<file path="config.mk">
export PLATFORM = sky130hd
export DESIGN_NAME = morse_char_sequencer_flat
export DESIGN_NICKNAME = d
export VERILOG_FILES = /design/src/rtl/morse_char_sequencer_if.sv /design/src/rtl/morse_char_sequencer.sv /design/src/flat_wrapper.sv
export SDC_FILE = /design/constraint.sdc
export NUM_CORES = 1
export LEC_CHECK = 0
export ABC_AREA = 1
export CAP_MARGIN = 5
export CORE_UTILIZATION = 23
export DETAILED_ROUTE_END_ITERATION = 8
export GPL_TIMING_DRIVEN = 1
export SLEW_MARGIN = 10
export SYNTH_ARGS = -nofsm -noshare
export SYNTH_HDL_FRONTEND = slang
export SYNTH_SLANG_ARGS = --single-unit
</file>
<file path="constraint.sdc">
create_clock -name clock_1khz -period 2.29 [get_ports clock_1khz]
set_clock_uncertainty 0.15 [all_clocks]
set_input_delay 0.5725 -clock clock_1khz [delete_from_list [all_inputs] [get_ports clock_1khz]]
set_output_delay 0.5725 -clock clock_1khz [all_outputs]
set_load 0.1 [all_outputs]
</file>
<file path="src/rtl/morse_char_sequencer_if.sv">
// Event input and character output bundle between the sequencer and its neighbours.
// The slave side is the sequencer; the master side drives events and char_ready.
interface morse_char_sequencer_if #(
    parameter int FIFO_DEPTH = 8
);
    localparam int CNT_W = $clog2(FIFO_DEPTH + 1);

    logic [2:0]       pulse_event;
    logic [7:0]       char_data;
    logic             char_valid;
    logic             char_ready;
    logic [CNT_W-1:0] fifo_count;
    logic             overflow;
    logic             busy;

    modport master (
        output pulse_event, char_ready,
        input  char_data, char_valid, fifo_count, overflow, busy
    );

    modport slave (
        input  pulse_event, char_ready,
        output char_data, char_valid, fifo_count, overflow, busy
    );
endinterface

</file>
<file path="src/rtl/morse_char_sequencer.sv">
// Morse dit/dash events -> ASCII chars in a FWFT FIFO; terminating space at edge N shows at edge N+2.
// Consumer stalls via char_ready; pushes into a full FIFO are dropped and flagged by sticky overflow.
module morse_char_sequencer #(
    parameter int MAX_SYMBOLS = 5,
    parameter int FIFO_DEPTH  = 8
) (
    input  logic                   clock_1khz,
    input  logic                   rst,
    morse_char_sequencer_if.slave  bus
);
    localparam int LEN_W = $clog2(MAX_SYMBOLS + 2);
    localparam int PTR_W = $clog2(FIFO_DEPTH);
    localparam int CNT_W = $clog2(FIFO_DEPTH + 1);
    localparam logic [LEN_W-1:0] LEN_SAT = LEN_W'(MAX_SYMBOLS + 1);

    localparam logic [2:0] EV_DIT  = 3'b001;
    localparam logic [2:0] EV_DASH = 3'b010;
    localparam logic [2:0] EV_LTR  = 3'b011;
    localparam logic [2:0] EV_WORD = 3'b100;

    typedef enum logic [1:0] {IDLE, COLLECT, EMIT_LETTER, EMIT_SPACE} state_t;

    state_t                 state_q, state_d;
    logic [MAX_SYMBOLS-1:0] sym_q, sym_d;
    logic [LEN_W-1:0]       len_q, len_d;
    logic                   last_letter_q, last_letter_d;
    logic                   pending_space_q, pending_space_d;
    logic                   hold_vld_q, hold_vld_d;
    logic [2:0]             hold_dat_q, hold_dat_d;

    logic                   in_vld;
    logic                   ev_vld;
    logic [2:0]             ev;
    logic                   push_vld;
    logic [7:0]             push_dat;

    logic [7:0]             mem_q [FIFO_DEPTH];
    logic [PTR_W-1:0]       wr_ptr_q, rd_ptr_q;
    logic [CNT_W-1:0]       count_q;
    logic                   overflow_q;
    logic                   fifo_full, fifo_empty, pop, push_ok;

    // Key is {len, pattern} with dash=1 and the first element most significant.
    function automatic logic [7:0] decode(input logic [MAX_SYMBOLS-1:0] s,
                                          input logic [LEN_W-1:0] l);
        logic [7:0] key;
        if (l == '0 || int'(l) > 5) return 8'h3F;
        key = {3'(l), 5'(s)};
        case (key)
            8'b001_00000: return "E";  8'b001_00001: return "T";
            8'b010_00000: return "I";  8'b010_00001: return "A";
            8'b010_00010: return "N";  8'b010_00011: return "M";
            8'b011_00000: return "S";  8'b011_00001: return "U";
            8'b011_00010: return "R";  8'b011_00011: return "W";
            8'b011_00100: return "D";  8'b011_00101: return "K";
            8'b011_00110: return "G";  8'b011_00111: return "O";
            8'b100_00000: return "H";  8'b100_00001: return "V";
            8'b100_00010: return "F";  8'b100_00100: return "L";
            8'b100_00110: return "P";  8'b100_00111: return "J";
            8'b100_01000: return "B";  8'b100_01001: return "X";
            8'b100_01010: return "C";  8'b100_01011: return "Y";
            8'b100_01100: return "Z";  8'b100_01101: return "Q";
            8'b101_00000: return "5";  8'b101_00001: return "4";
            8'b101_00011: return "3";  8'b101_00111: return "2";
            8'b101_01111: return "1";  8'b101_11111: return "0";
            8'b101_10000: return "6";  8'b101_11000: return "7";
            8'b101_11100: return "8";  8'b101_11110: return "9";
            default:      return 8'h3F;
        endcase
    endfunction

    assign in_vld = (bus.pulse_event != 3'b000) && (bus.pulse_event <= EV_WORD);

    always_ff @(posedge clock_1khz) begin
        if (!rst) begin
            state_q         <= IDLE;
            sym_q           <= '0;
            len_q           <= '0;
            last_letter_q   <= 1'b0;
            pending_space_q <= 1'b0;
            hold_vld_q      <= 1'b0;
            hold_dat_q      <= 3'b000;
        end else begin
            state_q         <= state_d;
            sym_q           <= sym_d;
            len_q           <= len_d;
            last_letter_q   <= last_letter_d;
            pending_space_q <= pending_space_d;
            hold_vld_q      <= hold_vld_d;
            hold_dat_q      <= hold_dat_d;
        end
    end

    always_comb begin
        state_d         = state_q;
        sym_d           = sym_q;
        len_d           = len_q;
        last_letter_d   = last_letter_q;
        pending_space_d = pending_space_q;
        hold_vld_d      = hold_vld_q;
        hold_dat_d      = hold_dat_q;
        ev              = hold_vld_q ? hold_dat_q : bus.pulse_event;
        ev_vld          = hold_vld_q | in_vld;
        case (state_q)
            IDLE, COLLECT: begin
                // A held event goes first; a fresh one queues behind it.
                if (hold_vld_q) begin
                    hold_vld_d = in_vld;
                    hold_dat_d = bus.pulse_event;
                end
                if (ev_vld) begin
                    case (ev)
                        EV_DIT, EV_DASH: begin
                            if (state_q == IDLE) begin
                                sym_d = {{(MAX_SYMBOLS-1){1'b0}}, ev == EV_DASH};
                                len_d = LEN_W'(1);
                            end else begin
                                sym_d = {sym_q[MAX_SYMBOLS-2:0], ev == EV_DASH};
                                if (len_q != LEN_SAT) len_d = len_q + LEN_W'(1);
                            end
                            state_d = COLLECT;
                        end
                        EV_LTR: if (state_q == COLLECT) state_d = EMIT_LETTER;
                        EV_WORD: begin
                            if (state_q == COLLECT) begin
                                state_d         = EMIT_LETTER;
                                pending_space_d = 1'b1;
                            end else if (last_letter_q) begin
                                state_d = EMIT_SPACE;
                            end
                        end
                        default: ;
                    endcase
                end
            end
            EMIT_LETTER: begin
                if (in_vld) begin
                    hold_vld_d = 1'b1;
                    hold_dat_d = bus.pulse_event;
                end
                sym_d         = '0;
                len_d         = '0;
                last_letter_d = 1'b1;
                state_d       = pending_space_q ? EMIT_SPACE : IDLE;
            end
            EMIT_SPACE: begin
                if (in_vld) begin
                    hold_vld_d = 1'b1;
                    hold_dat_d = bus.pulse_event;
                end
                last_letter_d   = 1'b0;
                pending_space_d = 1'b0;
                state_d         = IDLE;
            end
            default: state_d = IDLE;
        endcase
    end

    always_comb begin
        push_vld = 1'b0;
        push_dat = 8'h00;
        case (state_q)
            EMIT_LETTER: begin
                push_vld = 1'b1;
                push_dat = decode(sym_q, len_q);
            end
            EMIT_SPACE: begin
                push_vld = 1'b1;
                push_dat = 8'h20;
            end
            default: ;
        endcase
        bus.busy = (state_q != IDLE) | hold_vld_q;
    end

    assign fifo_full  = (count_q == CNT_W'(FIFO_DEPTH));
    assign fifo_empty = (count_q == '0);
    assign pop        = !fifo_empty && bus.char_ready;
    assign push_ok    = push_vld && (!fifo_full || pop);

    always_ff @(posedge clock_1khz) begin
        if (push_ok) mem_q[wr_ptr_q] <= push_dat;
    end

    always_ff @(posedge clock_1khz) begin
        if (!rst) begin
            wr_ptr_q   <= '0;
            rd_ptr_q   <= '0;
            count_q    <= '0;
            overflow_q <= 1'b0;
        end else begin
            if (push_ok) wr_ptr_q <= wr_ptr_q + PTR_W'(1);
            if (pop)     rd_ptr_q <= rd_ptr_q + PTR_W'(1);
            case ({push_ok, pop})
                2'b10:   count_q <= count_q + CNT_W'(1);
                2'b01:   count_q <= count_q - CNT_W'(1);
                default: ;
            endcase
            if (push_vld && !push_ok) overflow_q <= 1'b1;
        end
    end

    assign bus.char_valid = !fifo_empty;
    assign bus.char_data  = fifo_empty ? 8'h00 : mem_q[rd_ptr_q];
    assign bus.fifo_count = count_q;
    assign bus.overflow   = overflow_q;
endmodule

</file>
<file path="src/flat_wrapper.sv">
// flat-port wrapper written by rule: the top's interface ports become plain ports
module morse_char_sequencer_flat 
#(
    parameter int MAX_SYMBOLS = 5,
    parameter int FIFO_DEPTH  = 8
)
  (clock_1khz, rst, bus_pulse_event, bus_char_ready, bus_char_data, bus_char_valid, bus_fifo_count, bus_overflow, bus_busy);
  morse_char_sequencer_if #(.FIFO_DEPTH(FIFO_DEPTH)) bus_i ();
  input  logic clock_1khz;
  input  logic rst;
  input wire logic [$bits(bus_i.pulse_event)-1:0] bus_pulse_event;
  input wire logic [$bits(bus_i.char_ready)-1:0] bus_char_ready;
  output wire logic [$bits(bus_i.char_data)-1:0] bus_char_data;
  output wire logic [$bits(bus_i.char_valid)-1:0] bus_char_valid;
  output wire logic [$bits(bus_i.fifo_count)-1:0] bus_fifo_count;
  output wire logic [$bits(bus_i.overflow)-1:0] bus_overflow;
  output wire logic [$bits(bus_i.busy)-1:0] bus_busy;
  assign bus_i.pulse_event = bus_pulse_event;
  assign bus_i.char_ready = bus_char_ready;
  assign bus_char_data = bus_i.char_data;
  assign bus_char_valid = bus_i.char_valid;
  assign bus_fifo_count = bus_i.fifo_count;
  assign bus_overflow = bus_i.overflow;
  assign bus_busy = bus_i.busy;
  morse_char_sequencer #(.MAX_SYMBOLS(MAX_SYMBOLS), .FIFO_DEPTH(FIFO_DEPTH)) u_core (.clock_1khz(clock_1khz), .rst(rst), .bus(bus_i));
endmodule
</file>
==> results.md <==
- Clock-pin slew reported for the worst setup and hold paths after clock tree synthesis: 0.06 ns
- Via density: approximately 4.3
- Post-layout min period: 2.45 ns
- Synth top area cells: edfxtp_1, dfxtp_1, nor2_1
- Main flop type after synthesis: edfxtp_1
- Number of antenna cells inserted: 0
- Number of setup violations in the final report: 7
- First-pass GRT wire length: 17600 µm
- Highest clock rate: 409 MHz
- Netlist area before placement: 4480 µm²
- Critical Path Fanout Max: 8
- Worst hold-check path type: reg2reg
- Share of the synthesized area in compound gates (AO/OA/AOI/OAI): 0.105
- Std-Cell Rows: 50
- Bufs on Longest Clock Path: 2
- Unrepaired setup endpoints after global routing: yes
- Clock tree root driver cell: clkbuf_16
- Effective utilization at floorplan: 0.237
- Maximum number of pins on one net before global-route repair: 29
- Input/output buffers: 19
- Ratio of cells with drive above 1 in the final layout: 0.329
- Ports: 21
- Vias in the first global route: 3598
- Worst setup margin: -0.156 ns
- Fraction of met3 tracks used by global routing: 0.0253
- Share of synthesized registers carrying an async set or reset: 0
- Hold violation total from the final report: 0
- Distinct cells, synth: 41
- Met1 usage in global routing: 0.149
- GRT Max-Usage Layer: met2
- Sequential area share after synthesis: 0.509
- Clock latency on the worst-skew pair: 0.34 ns
- Simple-gate share of the synthesized area: 0.294
- Main combinational cell family by area after synthesis: simple AND/OR/NAND/NOR gates
- H-tree Lvls: 3
- Final RePlAce weighted congestion: 0.885
- Antenna viol nets, final: 0
- Count of mapped cells out of synthesis: 539
- Growth of design area from synthesis to finish: 41.7%
- Kind of launch point of the worst setup path: flip-flop
- Portion of synthesized cell area occupied by the leading cell type: 0.375
- GR Util All Layers: 0.113
- Die boundary width: 142 µm
- FILL cells: 1978
- Post-synth EDFFs: 56
- Antenna violations before repair: 0
- Final Max Tran Viols: 0
- CTS tree: yes
- Detail-routed net length per standard cell: 12.0 µm
- # placed instances: 867
- Number of nets in the final layout: 650
- Routed vias: between 3000 and 4000
- Synth Area in Adders: 0.0296
- Number of buffers inserted during clock tree synthesis: 9
- M2 GR Usage: 0.177
- Final routed DRC violation total: 0
- Post-synth top area cell: edfxtp_1
- Global-route congestion overflow total: 0
- Post-Layout Cell Count: approximately 900
- Number of register bits inferred by synthesis: 86
- Post-route core utilization: 0.336
- Estimated wirelength of the detail-placed design: around 7800 µm
- WP data arrival: roughly 1.7 ns
- Worst hold margin: approximately 0.33 ns
- Status: complete, but fails checks
- CTS sink count: 86
- Post-placement setup slack: -0.342 ns
- Y dimension of the die: 142 µm
- Max cap viols: 0
- Commonest non-fill, non-tap cell in the layout: nor2_1
- Die ar.: roughly 20000 µm²
- CP required: ~1.6 ns
- Kind of end point of the critical path: output pin
- PD cells: 1080 nW/µm²
- P_leak: 2.64 nW
- Most frequent cells in the layout: nor2_1, nand2_1, buf_4
- Mean Syn Cell Area: 8.31 µm²
- Post-synthesis mux area share: 0
- Type of the worst setup path: reg2out
- XOR/XNOR Fraction of Synth Area: 0.00391
- Worst vdd ir: 0.00112 V
- Pre-Repair DR Iteration Count: 4
- Core area: 18900 µm²
- Violations in the final reports: setup timing
- Total number of yosys warnings: 0
- Drt total wl: about 11000 µm
- Final critical-path share of the clock period: 1.07
- Violation count after the first detailed-routing iteration: 218
- Total nets after synthesis: 555
## timing repair
item / in CTS / in global routing
gates resized for setup: 25 / 36
hold endpoints to repair: 0 / 0
hold buffers: 0 / 0
setup endpoints to repair: 55 / 64
pin swaps: 5 / 21
buffers inserted: 2 / 12
cloned: 0 / 2
## cell usage after synthesis, types with 2 or more instances
cell type and instances:
clkbuf_1 10, buf_2 5, dfxtp_1 30, o32ai_1 14
o21ai_0 39, nor2_1 126, o21ai_1 2, nand3_1 27
nor2_4 7, nor2_2 3, nor3_1 4, nand3b_1 4
nand3_2 2, nand2_1 98, nand2_4 2, and2_1 2
nand2_2 12, ha_1 9, edfxtp_1 56, nand4_1 4
inv_1 33, inv_2 11, a21oi_1 21
## sequential cells by signal (all words and copies together) (netlist names), 2 cells and up, named ones only
name / count
u_core.bus.fifo_count: 4
u_core.hold_dat_q: 3
u_core.len_q: 3
u_core.mem_q: 56
u_core.rd_ptr_q: 3
u_core.state_q: 2
u_core.sym_q: 5
u_core.wr_ptr_q: 3
## final timing paths
check	slack, ns	start	end	cells past startpoint
hold reg to reg	0.33	u_core.bus.overflow	u_core.bus.overflow	1
setup / recovery	-0.16	flip-flop	bus_char_data[6]	7
setup reg to reg	0.11	u_core.bus.fifo_count[0]	u_core.bus.fifo_count[3]	15
hold / removal	0.33	u_core.bus.overflow	u_core.bus.overflow	1
## layer usage
metal / share of wire / vias to the layer above
met2: 0.46 / 55
met3: 0.030 / 13
met4: 0.016 / 0
met1: 0.49 / 1776
met5: 0 / -
li1: - / 1993
## metrics by stage
step / total power [W] / cell area, µm² / TNS [ns]
2_1_floorplan: 0.00387 / 4610 / -1.64
3_5_place_dp: 0.00496 / 5680 / -7.20
6_report: 0.00683 / 6350 / -0.902
5_1_grt: 0.00718 / 6350 / -1.63
4_1_cts: 0.00664 / 6080 / -1.34
3_3_place_gp: 0.00493 / 5680 / -3.78
## critical path: stages, from the launching register on
cell     delay [ns]
dfxtp_4        0.37
inv_4          0.10
buf_6          0.14
nor2_1         0.05
o32ai_2        0.21
o21ai_1        0.12
nor2_4         0.19
buf_12         0.19
## final cells by class
cell class                 instances  area, µm²  share of cell area
clock buffer                      10        239              0.0377
sequential                        86       2310               0.363
inverter                          45        174              0.0274
tap                              260        325              0.0513
multi-input combinational        391       2240               0.354
timing repair buffer             101        985               0.155
clock inverter                     6       73.8              0.0116
## logic make-up (layout without fill, tap and decap cells)
| logic type | count (synthesis) | in the layout |
|---|---|---|
| flip-flops | 86 | 86 |
| AND/OR/NAND/NOR | 296 | 297 |
| buffers and inverters | 63 | 162 |
| other | 1 | 1 |
| adder cells (fa/ha/maj) | 10 | 10 |
| XOR/XNOR | 2 | 2 |
| AO/OA/AOI/OAI | 81 | 81 |
## power breakdown
| part | total (W) | switching [W] | internal (W) |
|---|---|---|---|
| clock | 0.00153 | 0.000638 | 0.000892 |
| combinational | 0.00347 | 0.00211 | 0.00135 |
| sequential | 0.00184 | 0.0000938 | 0.00174 |
| total | 0.00683 | 0.00285 | 0.00399 |
Note: power is estimated with default switching activity, not from simulation.
